**config.mk**
```make
export PLATFORM = sky130hd
export DESIGN_NAME = rst_release_sequencer_flat
export DESIGN_NICKNAME = d
export VERILOG_FILES = /design/src/rtl/rst_seq_pkg.sv /design/src/rtl/rst_release_sequencer_if.sv /design/src/rtl/rst_seq_timer.sv /design/src/rtl/rst_release_sequencer.sv /design/src/flat_wrapper.sv
export SDC_FILE = /design/constraint.sdc
export NUM_CORES = 1
export LEC_CHECK = 0
export BUFFER_PORTS_ARGS = -buffer_cell sky130_fd_sc_hd__buf_2
export CORE_MARGIN = 10
export CORE_UTILIZATION = 52
export CTS_CLUSTER_SIZE = 25
export DETAILED_ROUTE_END_ITERATION = 12
export PLACE_DENSITY = 0.75
export SLEW_MARGIN = 15
export SYNTH_ARGS = -nofsm -noshare
export SYNTH_HDL_FRONTEND = slang
export SYNTH_HIERARCHICAL = 1
export SYNTH_SLANG_ARGS = --single-unit
```
**constraint.sdc**
```tcl
create_clock -name clk -period 2.15 [get_ports clk]
set_clock_uncertainty 0.15 [all_clocks]
set_input_delay 0.43 -clock clk [delete_from_list [all_inputs] [get_ports clk]]
set_output_delay 0.43 -clock clk [all_outputs]
set_load 0.02 [all_outputs]
```
**src/rtl/rst_seq_pkg.sv**
```systemverilog
// Shared types for the reset release sequencer: FSM state encoding and
// the width rule for the hold/timeout counters.
package rst_seq_pkg;

  typedef enum logic [1:0] {
    ASSERT   = 2'd0,
    WAIT_ACK = 2'd1,
    DONE     = 2'd2,
    FAULT    = 2'd3
  } rst_seq_state_e;

  // Wide enough to reach the larger of the two terminal counts without wrapping.
  function automatic int unsigned cnt_width(input int unsigned hold_cycles,
                                            input int unsigned timeout_cycles);
    int unsigned max_cycles;
    max_cycles = (hold_cycles > timeout_cycles) ? hold_cycles : timeout_cycles;
    return $clog2(max_cycles) + 1;
  endfunction

endpackage

```
**src/rtl/rst_release_sequencer_if.sv**
```systemverilog
// Domain-facing and software-facing signals of the reset release sequencer,
// grouped so the sequencer (master) and the domains/software (slave) share one bundle.
interface rst_release_sequencer_if #(
  parameter int unsigned NUM_DOMAINS = 4
);
  localparam int unsigned IDX_W = $clog2(NUM_DOMAINS);

  // Handshake: a rising domain_rst_no[i] offers release to domain i; domain_ack_i[i]
  // is a level "ready" that is only sampled while i is the index being waited on.
  // sw_rst_req_i is a single-cycle pulse, honoured only once the sequence has ended.
  logic                   sw_rst_req_i;
  logic [NUM_DOMAINS-1:0] domain_ack_i;
  logic [NUM_DOMAINS-1:0] domain_rst_no;
  logic                   seq_busy_o;
  logic                   seq_done_o;
  logic                   timeout_o;
  logic [IDX_W-1:0]       fail_idx_o;

  modport master (
    input  sw_rst_req_i,
    input  domain_ack_i,
    output domain_rst_no,
    output seq_busy_o,
    output seq_done_o,
    output timeout_o,
    output fail_idx_o
  );

  modport slave (
    output sw_rst_req_i,
    output domain_ack_i,
    input  domain_rst_no,
    input  seq_busy_o,
    input  seq_done_o,
    input  timeout_o,
    input  fail_idx_o
  );

endinterface

```
**src/rtl/rst_seq_timer.sv**
```systemverilog
// Loadable saturating up-counter with synchronous clear; tc_o flags that the
// count sits at the terminal value.
module rst_seq_timer #(
  parameter int unsigned WIDTH = 8
) (
  input  logic             clk,
  input  logic             rst_ni,
  input  logic             clr_i,
  input  logic             en_i,
  input  logic             load_i,
  input  logic [WIDTH-1:0] load_val_i,
  input  logic [WIDTH-1:0] term_val_i,
  output logic             tc_o
);

  logic [WIDTH-1:0] cnt_q, cnt_d;

  // Clear beats load beats count; counting stops at the terminal value.
  always_comb begin
    cnt_d = cnt_q;
    if (clr_i) begin
      cnt_d = '0;
    end else if (load_i) begin
      cnt_d = load_val_i;
    end else if (en_i && (cnt_q < term_val_i)) begin
      cnt_d = cnt_q + 1'b1;
    end
  end

  always_ff @(posedge clk) begin
    if (!rst_ni) begin
      cnt_q <= '0;
    end else begin
      cnt_q <= cnt_d;
    end
  end

  assign tc_o = (cnt_q == term_val_i);

endmodule

```
**src/rtl/rst_release_sequencer.sv**
```systemverilog
// Holds all downstream domains in reset, then releases them one by one in index
// order on each domain's ack. Optional ack watchdog: define RST_SEQ_TIMEOUT_EN.
module rst_release_sequencer
  import rst_seq_pkg::*;
#(
  parameter int unsigned NUM_DOMAINS    = 4,
  parameter int unsigned HOLD_CYCLES    = 16,
  parameter int unsigned TIMEOUT_CYCLES = 1024
) (
  input  logic                    clk,
  input  logic                    rst_ni,
  rst_release_sequencer_if.master bus,
  output rst_seq_state_e          state_o
);

  localparam int unsigned CNT_W = cnt_width(HOLD_CYCLES, TIMEOUT_CYCLES);
  localparam int unsigned IDX_W = $clog2(NUM_DOMAINS);
  localparam logic [CNT_W-1:0] HOLD_TERM = CNT_W'(HOLD_CYCLES - 1);
  localparam logic [IDX_W-1:0] LAST_IDX  = IDX_W'(NUM_DOMAINS - 1);

  rst_seq_state_e         state_q, state_d;
  logic [IDX_W-1:0]       idx_q, idx_d;
  logic [NUM_DOMAINS-1:0] rst_n_q, rst_n_d;
  logic                   busy_q, busy_d;
  logic                   done_q, done_d;
  logic                   hold_tc;
  logic                   ack_cur;
  logic                   restart;

  assign ack_cur = bus.domain_ack_i[idx_q];

  rst_seq_timer #(.WIDTH(CNT_W)) u_hold_timer (
    .clk        (clk),
    .rst_ni     (rst_ni),
    .clr_i      (state_q != ASSERT),
    .en_i       (state_q == ASSERT),
    .load_i     (1'b0),
    .load_val_i ('0),
    .term_val_i (HOLD_TERM),
    .tc_o       (hold_tc)
  );

`ifdef RST_SEQ_TIMEOUT_EN
  localparam logic [CNT_W-1:0] TMO_TERM = CNT_W'(TIMEOUT_CYCLES - 1);
  logic             tmo_tc;
  logic             timeout_q, timeout_d;
  logic [IDX_W-1:0] fail_idx_q, fail_idx_d;

  // Restarts from zero whenever a new index becomes the one being waited on.
  rst_seq_timer #(.WIDTH(CNT_W)) u_tmo_timer (
    .clk        (clk),
    .rst_ni     (rst_ni),
    .clr_i      ((state_q != WAIT_ACK) || ack_cur),
    .en_i       (state_q == WAIT_ACK),
    .load_i     (1'b0),
    .load_val_i ('0),
    .term_val_i (TMO_TERM),
    .tc_o       (tmo_tc)
  );
`endif

  always_comb begin
    state_d = state_q;
    idx_d   = idx_q;
    rst_n_d = rst_n_q;
    busy_d  = busy_q;
    done_d  = done_q;
    restart = 1'b0;
`ifdef RST_SEQ_TIMEOUT_EN
    timeout_d  = timeout_q;
    fail_idx_d = fail_idx_q;
`endif
    case (state_q)
      ASSERT: begin
        if (hold_tc) begin
          state_d    = WAIT_ACK;
          idx_d      = '0;
          rst_n_d[0] = 1'b1;
        end
      end
      WAIT_ACK: begin
        if (ack_cur) begin
          if (idx_q == LAST_IDX) begin
            state_d = DONE;
            busy_d  = 1'b0;
            done_d  = 1'b1;
          end else begin
            idx_d          = idx_q + 1'b1;
            rst_n_d[idx_d] = 1'b1;
          end
        end
`ifdef RST_SEQ_TIMEOUT_EN
        // An ack on the expiry cycle takes the branch above, so it wins.
        else if (tmo_tc) begin
          state_d    = FAULT;
          rst_n_d    = '0;
          busy_d     = 1'b0;
          done_d     = 1'b0;
          timeout_d  = 1'b1;
          fail_idx_d = idx_q;
        end
`endif
      end
      DONE, FAULT: begin
        restart = bus.sw_rst_req_i;
      end
      default: begin
        restart = 1'b1;
      end
    endcase

    if (restart) begin
      state_d = ASSERT;
      idx_d   = '0;
      rst_n_d = '0;
      busy_d  = 1'b1;
      done_d  = 1'b0;
`ifdef RST_SEQ_TIMEOUT_EN
      timeout_d = 1'b0;
`endif
    end
  end

  always_ff @(posedge clk) begin
    if (!rst_ni) begin
      state_q <= ASSERT;
      idx_q   <= '0;
      rst_n_q <= '0;
      busy_q  <= 1'b1;
      done_q  <= 1'b0;
    end else begin
      state_q <= state_d;
      idx_q   <= idx_d;
      rst_n_q <= rst_n_d;
      busy_q  <= busy_d;
      done_q  <= done_d;
    end
  end

`ifdef RST_SEQ_TIMEOUT_EN
  always_ff @(posedge clk) begin
    if (!rst_ni) begin
      timeout_q  <= 1'b0;
      fail_idx_q <= '0;
    end else begin
      timeout_q  <= timeout_d;
      fail_idx_q <= fail_idx_d;
    end
  end

  assign bus.timeout_o  = timeout_q;
  assign bus.fail_idx_o = fail_idx_q;
`else
  assign bus.timeout_o  = 1'b0;
  assign bus.fail_idx_o = '0;
`endif

  assign bus.domain_rst_no = rst_n_q;
  assign bus.seq_busy_o    = busy_q;
  assign bus.seq_done_o    = done_q;
  assign state_o           = state_q;

endmodule

```
**src/flat_wrapper.sv**
```systemverilog
// flat-port wrapper written by rule: the top's interface ports become plain ports
module rst_release_sequencer_flat import rst_seq_pkg::*;
#(
  parameter int unsigned NUM_DOMAINS    = 4,
  parameter int unsigned HOLD_CYCLES    = 16,
  parameter int unsigned TIMEOUT_CYCLES = 1024
)
  (clk, rst_ni, state_o, bus_sw_rst_req_i, bus_domain_ack_i, bus_domain_rst_no, bus_seq_busy_o, bus_seq_done_o, bus_timeout_o, bus_fail_idx_o);
  rst_release_sequencer_if #(.NUM_DOMAINS(NUM_DOMAINS)) bus_i ();
  input  logic clk;
  input  logic rst_ni;
  output rst_seq_state_e state_o;
  input wire logic [$bits(bus_i.sw_rst_req_i)-1:0] bus_sw_rst_req_i;
  input wire logic [$bits(bus_i.domain_ack_i)-1:0] bus_domain_ack_i;
  output wire logic [$bits(bus_i.domain_rst_no)-1:0] bus_domain_rst_no;
  output wire logic [$bits(bus_i.seq_busy_o)-1:0] bus_seq_busy_o;
  output wire logic [$bits(bus_i.seq_done_o)-1:0] bus_seq_done_o;
  output wire logic [$bits(bus_i.timeout_o)-1:0] bus_timeout_o;
  output wire logic [$bits(bus_i.fail_idx_o)-1:0] bus_fail_idx_o;
  assign bus_i.sw_rst_req_i = bus_sw_rst_req_i;
  assign bus_i.domain_ack_i = bus_domain_ack_i;
  assign bus_domain_rst_no = bus_i.domain_rst_no;
  assign bus_seq_busy_o = bus_i.seq_busy_o;
  assign bus_seq_done_o = bus_i.seq_done_o;
  assign bus_timeout_o = bus_i.timeout_o;
  assign bus_fail_idx_o = bus_i.fail_idx_o;
  rst_release_sequencer #(.NUM_DOMAINS(NUM_DOMAINS), .HOLD_CYCLES(HOLD_CYCLES), .TIMEOUT_CYCLES(TIMEOUT_CYCLES)) u_core (.clk(clk), .rst_ni(rst_ni), .bus(bus_i), .state_o(state_o));
endmodule
```
Yosys cells after proc, flatten, opt, wreduce, memory -nomap -nowiden --
Index checks and enable logic that the tools add are counted. W data, S select, Z words.
Storage, ports and cells: flip-flop bits (word level) 21, word-level logic and storage cells 54
Operators by class: $add $sub $neg 2, order comparisons 4, eq/ne operators 9, mux-type cells 17, bitwise logic cells 3, reduce and logical (&&, ||, !) cells 12
Operator list (count):
- $mux W2 | 6
- $add A11 B1 Y11 const B | 1
- $eq A11 B4 Y1 const B | 1
- $lt A11 B4 Y1 const B | 1
- $pmux W2 S2 | 2
- $reduce_and A4 Y1 | 2
- $eq A2 B2 Y1 const B | 3
- $lt A2 B3 Y1 const B | 2
- $mux W1 | 6
- $ne A2 B1 Y1 const B | 3
- $reduce_and A3 Y1 | 2
- $reduce_or A2 Y1 | 3
- $or A4 B4 Y4 | 1
- $reduce_bool A2 Y1 | 2
- $add A2 B1 Y2 const B | 1
- $bmux W1 S2 | 1
- $demux W1 S2 | 1
- $eq A2 B1 Y1 const B | 1
- $ge A2 B1 Y1 const B | 1
- $logic_and A1 B1 Y1 | 2
- $logic_not A2 Y1 | 1
- $ne A2 B2 Y1 const B | 1
- $not A1 Y1 | 2
- $pmux W1 S2 | 1

Longest topological paths before layout --
word-level depth 9, gate-level depth with buffers 9

By module --
Netlist, hierarchy kept.
By module, submodules not included:
- rst_seq_timer | instances 1, cells each 118, area an instance 917.1 um2, seq. area each 220.2 um2
- rst_release_sequencer | instances 1, cells each 60, area an instance 568.0 um2, seq. area each 200.2 um2

Worst setup path before layout --
No wires, ideal clock.
path kind register to register, start point register u_core.u_hold_timer.cnt_q[9], end point register u_core.u_hold_timer.cnt_q[10], library setup time 0.074 ns, arrival 2.076 ns, required time 1.926 ns, setup slack -0.151 ns, stages on the path, launching flop included 7, clock period less this slack 2.301 ns, cell sequence dfxtp_1 ha_1 a21o_1 a2111oi_4 nand3_2 or4_1 a31oi_1
Between the ends: cells in the longest elaborated chain, start to end 2, elaborated cells between the ends (all ways) 3, those cells by class 1 x add/sub; 1 x order compare; 1 x reduce/logical
RTL lines:
- start: declaration | RTL line rst_seq_timer.sv:16 | logic [WIDTH-1:0] cnt_q, cnt_d;
- start signal: assignment | RTL line rst_seq_timer.sv:34 | cnt_q <= cnt_d;
- $lt A11 B4 Y1 | RTL line rst_seq_timer.sv:25 | end else if (en_i && (cnt_q < term_val_i)) begin
- $logic_and A1 B1 Y1 | RTL line rst_seq_timer.sv:25
Parallel ways exist; a longest one is shown, timed or not. A chain may end at the register's enable or synchronous reset.

Worst setup path after layout --
start point register u_core.u_hold_timer.cnt_q[9], end point register u_core.u_hold_timer.cnt_q[6]
Between the ends: cells in the longest elaborated chain, start to end 2
RTL lines (RTL line):
- $lt A11 B4 Y1 | rst_seq_timer.sv:25
- $logic_and A1 B1 Y1 | rst_seq_timer.sv:25
No other way between the ends.

==> impl_summary.md <==
Outcome
The run finished, with violations left. The final reports fail on negative setup slack.

Clocking
The tree is rooted in a sky130_fd_sc_hd__clkbuf_4. The clock sink count is 21. After clock tree synthesis, the flow added hold-fix buffers numbering 0.

The deepest clock path buffer count is 2. In this run, CTS created clock tree buffers numbering 3. CTS built an H-tree with a depth of 1. The TritonCTS clock tree is built. The register clock-pin slew on the reported worst setup and hold paths is 0.14 ns. Clock latency on the worst-skew pair, taken at its later pin, is 0.32 ns.

Detailed routing
The number of nets with antenna violations after routing is 0. The first routing iteration left 58 violations. The detailed-routing iteration count for the pre-antenna-repair pass is 4.

The final routed DRC violation total is 0. The final layout contains routed wiring with a total length of 4.00 mm. The ratio of routed vias to standard cells is 5.62. The routed layout has 1541 vias. After detailed routing, the average wire length per cell comes to 14.6 um.

Setup path
The endpoint type of the worst setup path is a register. The required arrival time at the worst endpoint is 2.25 ns. The startpoint identified for the worst register-to-register timing path is u_core/u_hold_timer/cnt_q[9].

The endpoint identified for the worst register-to-register timing path is u_core/u_hold_timer/cnt_q[6]. STA classifies the critical path startpoint as a register. The largest fanout on the critical path is 4.

Setup slack on the worst reg-to-reg path comes out at -0.04 ns. By startpoint and endpoint, the worst setup path is classified as reg -> reg. The number of cells on the worst reg-to-reg path is 6.

The worst path arrival time is 2.29 ns.

Flow run
The max-capacitance violation count is 0.

Layout
The number of nets in the layout is 267. In the final layout, the share of cells above drive strength 1 is 0.267. The count of cells in the finished layout, fillers not included, comes to 274. 0 antenna diodes ended up in the layout.

The final core utilization is 0.722. In the layout the commonest cells are sky130_fd_sc_hd__conb_1, sky130_fd_sc_hd__buf_4, sky130_fd_sc_hd__o21ai_0. The commonest non-fill, non-tap cell in the layout is sky130_fd_sc_hd__conb_1.

Relative to the synthesized area, the layout overhead comes to 32.9%.

Global route
After global routing the overflow that remains totals 0. The first global-routing pass estimated 6.44 mm of wire. The initial antenna violation count came to 0. The via count of the first global-routing pass is 1494. In the global route stage, overall resource usage came out at 0.146. Entering global routing, the biggest net connects 20 pins.

STA
Subtracting the final worst setup slack from the clock period gives 2.19 ns. The number of hold violations in the final report is 0. The worst-margin pin slew is 0.571 ns. Setup violations remaining at the end of the flow were counted as 3. Setup repair after global routing could not meet its margin everywhere. The remaining max-slew budget at the tightest pin is 0.614. Timing would allow up to 457 MHz. The count of pins over their slew limit came to 0. In the finished design, the share of the clock period the worst path needs comes to 1.02. In the post-route analysis, the smallest setup slack over all paths is -0.0364 ns.

Pwr
Of the total power, registers draw 0.503. The portion of total power attributed to the clock network is 0.247. VDD sags by at most 453 uV.

The internal power consumption is 0.000571 W. The analysis attributes to cell leakage a power of 0.875 nW. For this design the ratio of total power to cell area is 421 mW/mm^2. Of the total power, the share spent switching nets is 0.313. In this run the power spent charging and discharging nets is 0.000260 W. The part of the total power dissipated in combinational logic is 0.250.

Place
The global placement routability congestion is 0.861. The detailed placement HPWL is 2.98 mm. The number of port buffers is 14. The number of placed instances with taps included is 265.

Floorplanning
The initial standard-cell utilization of the core is 0.543. The die covers 0.00539 sq mm. The number of placed I/O pins is 18. Measured along the x axis, the die boundary spans 73.4 um. The die outline height is 73.4 um. The cell row count is 19. In this run the standard cell core region covers 0.00273 sq mm.

Synth
The post-synthesis cell area is 0.00149 sq mm. A synthesized cell averages 8.34 sq um. The netlist uses 45 different library cells. For this run, asynchronously set or reset flops after synthesis account for 0. The part of the Yosys area used for sequential elements is 0.283. The total of warnings raised by yosys is 6. The number of flops mapped to enable cells by yosys is 0. After technology mapping, the gate count stands at 178. Among all flip-flop cells after synthesis, the most frequent one is sky130_fd_sc_hd__dfxtp_1. In this run, synthesis produced a sequential element count of 21.

Hold path
The worst min-delay path category is in -> reg. The number of cells on the worst hold path is 3. The worst hold path terminates at u_core/idx_q[0].

In this run the most critical hold path is launched from rst_ni.
metal layers:
| metal | part of all wire | routed length [um] | vias to the layer above | global-route usage |
|---|---|---|---|---|
| li1 | - | - | 763 | - |
| met1 | 0.41 | 1650 | 729 | 0.155 |
| met2 | 0.52 | 2060 | 35 | 0.269 |
| met3 | 0.038 | 150 | 14 | 0.0269 |
| met4 | 0.033 | 133 | 0 | 0.0683 |
| met5 | 0 | 0 | - | 0 |
kinds of logic after synthesis:
kind of cell	share of synthesized area
AOI/OAI and AO/OA	0.256
and+or+nand+nor	0.205
buffers and inverters	0.0809
DFF	0.283
adders and majority gates	0.135
muxes	0.0354
other	0.00506
cell type report:
cell class / instances / area, sq um
Multi-Input combinational cell: 159 / 1140
Tap cell: 31 / 38.8
Clock buffer: 3 / 22.5
Fill cell: 225 / 759
Sequential cell: 21 / 424
Timing Repair Buffer: 41 / 273
Clock inverter: 1 / 5.00
Inverter: 18 / 67.6
stage by stage:
step	total power (W)	setup slack (ns)	cell area [sq um]	setup TNS [ns]	hold WS [ns]
3_5_place_dp	0.000610	-0.0875	1860	-0.372	0.290
2_1_floorplan	0.000544	-0.0729	1640	-0.108	0.332
3_3_place_gp	0.000597	-0.0397	1860	-0.144	0.280
5_1_grt	0.000882	-0.124	1970	-0.673	0.286
6_report	0.000832	-0.0364	1970	-0.0727	0.299
4_1_cts	0.000817	-0.0256	1930	-0.0504	0.303
worst max path at each step:
| stage | from | end | slack (ns) |
|---|---|---|---|
| 5_1_grt | u_core/u_hold_timer/cnt_q[9] | u_core/u_hold_timer/cnt_q[5] | -0.12 |
| 3_5_place_dp | u_core/u_hold_timer/cnt_q[10] | u_core/u_hold_timer/cnt_q[6] | -0.09 |
| 2_1_floorplan | u_core/u_hold_timer/cnt_q[8] | u_core/u_hold_timer/cnt_q[6] | -0.07 |
| 4_1_cts | u_core/u_hold_timer/cnt_q[9] | u_core/u_hold_timer/cnt_q[5] | -0.03 |
| 6_report | u_core/u_hold_timer/cnt_q[9] | u_core/u_hold_timer/cnt_q[6] | -0.04 |
| 3_3_place_gp | u_core/u_hold_timer/cnt_q[4] | u_core/u_hold_timer/cnt_q[5] | -0.04 |
repair_timing:
item	CTS	global route
pin swaps	8	2
setup endpoints to repair	7	11
hold endpoints to repair	0	0
buffers inserted	4	1
gates resized for setup	3	10
state kept, by name, indices dropped and copies added, names as in the netlist:
register	cells
u_core/state_o	2
u_core/u_hold_timer/cnt_q	11
u_core/idx_q	2
u_core/bus.domain_rst_no	4
u_core/bus.seq_busy_o	1
u_core/bus.seq_done_o	1
synth_stat cells (2+ instances only):
master | count | share of area
sky130_fd_sc_hd__a21oi_1 | 5 | 0.017
sky130_fd_sc_hd__a22o_1 | 3 | 0.018
sky130_fd_sc_hd__a31oi_1 | 9 | 0.038
sky130_fd_sc_hd__and3_1 | 3 | 0.013
sky130_fd_sc_hd__and4_1 | 2 | 0.012
sky130_fd_sc_hd__buf_4 | 3 | 0.015
sky130_fd_sc_hd__clkbuf_1 | 5 | 0.013
sky130_fd_sc_hd__conb_1 | 2 | 0.0051
sky130_fd_sc_hd__dfxtp_1 | 21 | 0.28
sky130_fd_sc_hd__ha_1 | 16 | 0.13
sky130_fd_sc_hd__inv_1 | 17 | 0.043
sky130_fd_sc_hd__mux2i_1 | 3 | 0.020
sky130_fd_sc_hd__nand2_1 | 12 | 0.030
sky130_fd_sc_hd__nand2b_1 | 3 | 0.013
sky130_fd_sc_hd__nand3_1 | 4 | 0.013
sky130_fd_sc_hd__nand3b_1 | 2 | 0.010
sky130_fd_sc_hd__nand4_1 | 3 | 0.013
sky130_fd_sc_hd__nor2_1 | 6 | 0.015
sky130_fd_sc_hd__nor2b_1 | 4 | 0.017
sky130_fd_sc_hd__nor4b_1 | 2 | 0.012
sky130_fd_sc_hd__o21ai_0 | 21 | 0.071
sky130_fd_sc_hd__o31ai_1 | 4 | 0.020
sky130_fd_sc_hd__or3_1 | 3 | 0.013
sky130_fd_sc_hd__or4_1 | 4 | 0.020
power groups by stage:
stage | registers (W) | logic (W) | clock network, W
after floorplan | 0.000429 | 0.000115 | 0
after global placement | 0.000425 | 0.000171 | 0
after detailed placement | 0.000426 | 0.000184 | 0
after CTS | 0.000418 | 0.000195 | 0.000205
after global routing | 0.000420 | 0.000233 | 0.000229
final | 0.000418 | 0.000208 | 0.000205
critical path, cell delays in order (launching register included):
cell and delay, ns:
sky130_fd_sc_hd__dfxtp_2 0.38, sky130_fd_sc_hd__ha_4 0.21, sky130_fd_sc_hd__a21o_1 0.18, sky130_fd_sc_hd__a2111oi_4 0.40, sky130_fd_sc_hd__nand2_2 0.14, sky130_fd_sc_hd__or4_1 0.48, sky130_fd_sc_hd__a31oi_1 0.17
Power figures use the tool's default switching activity.
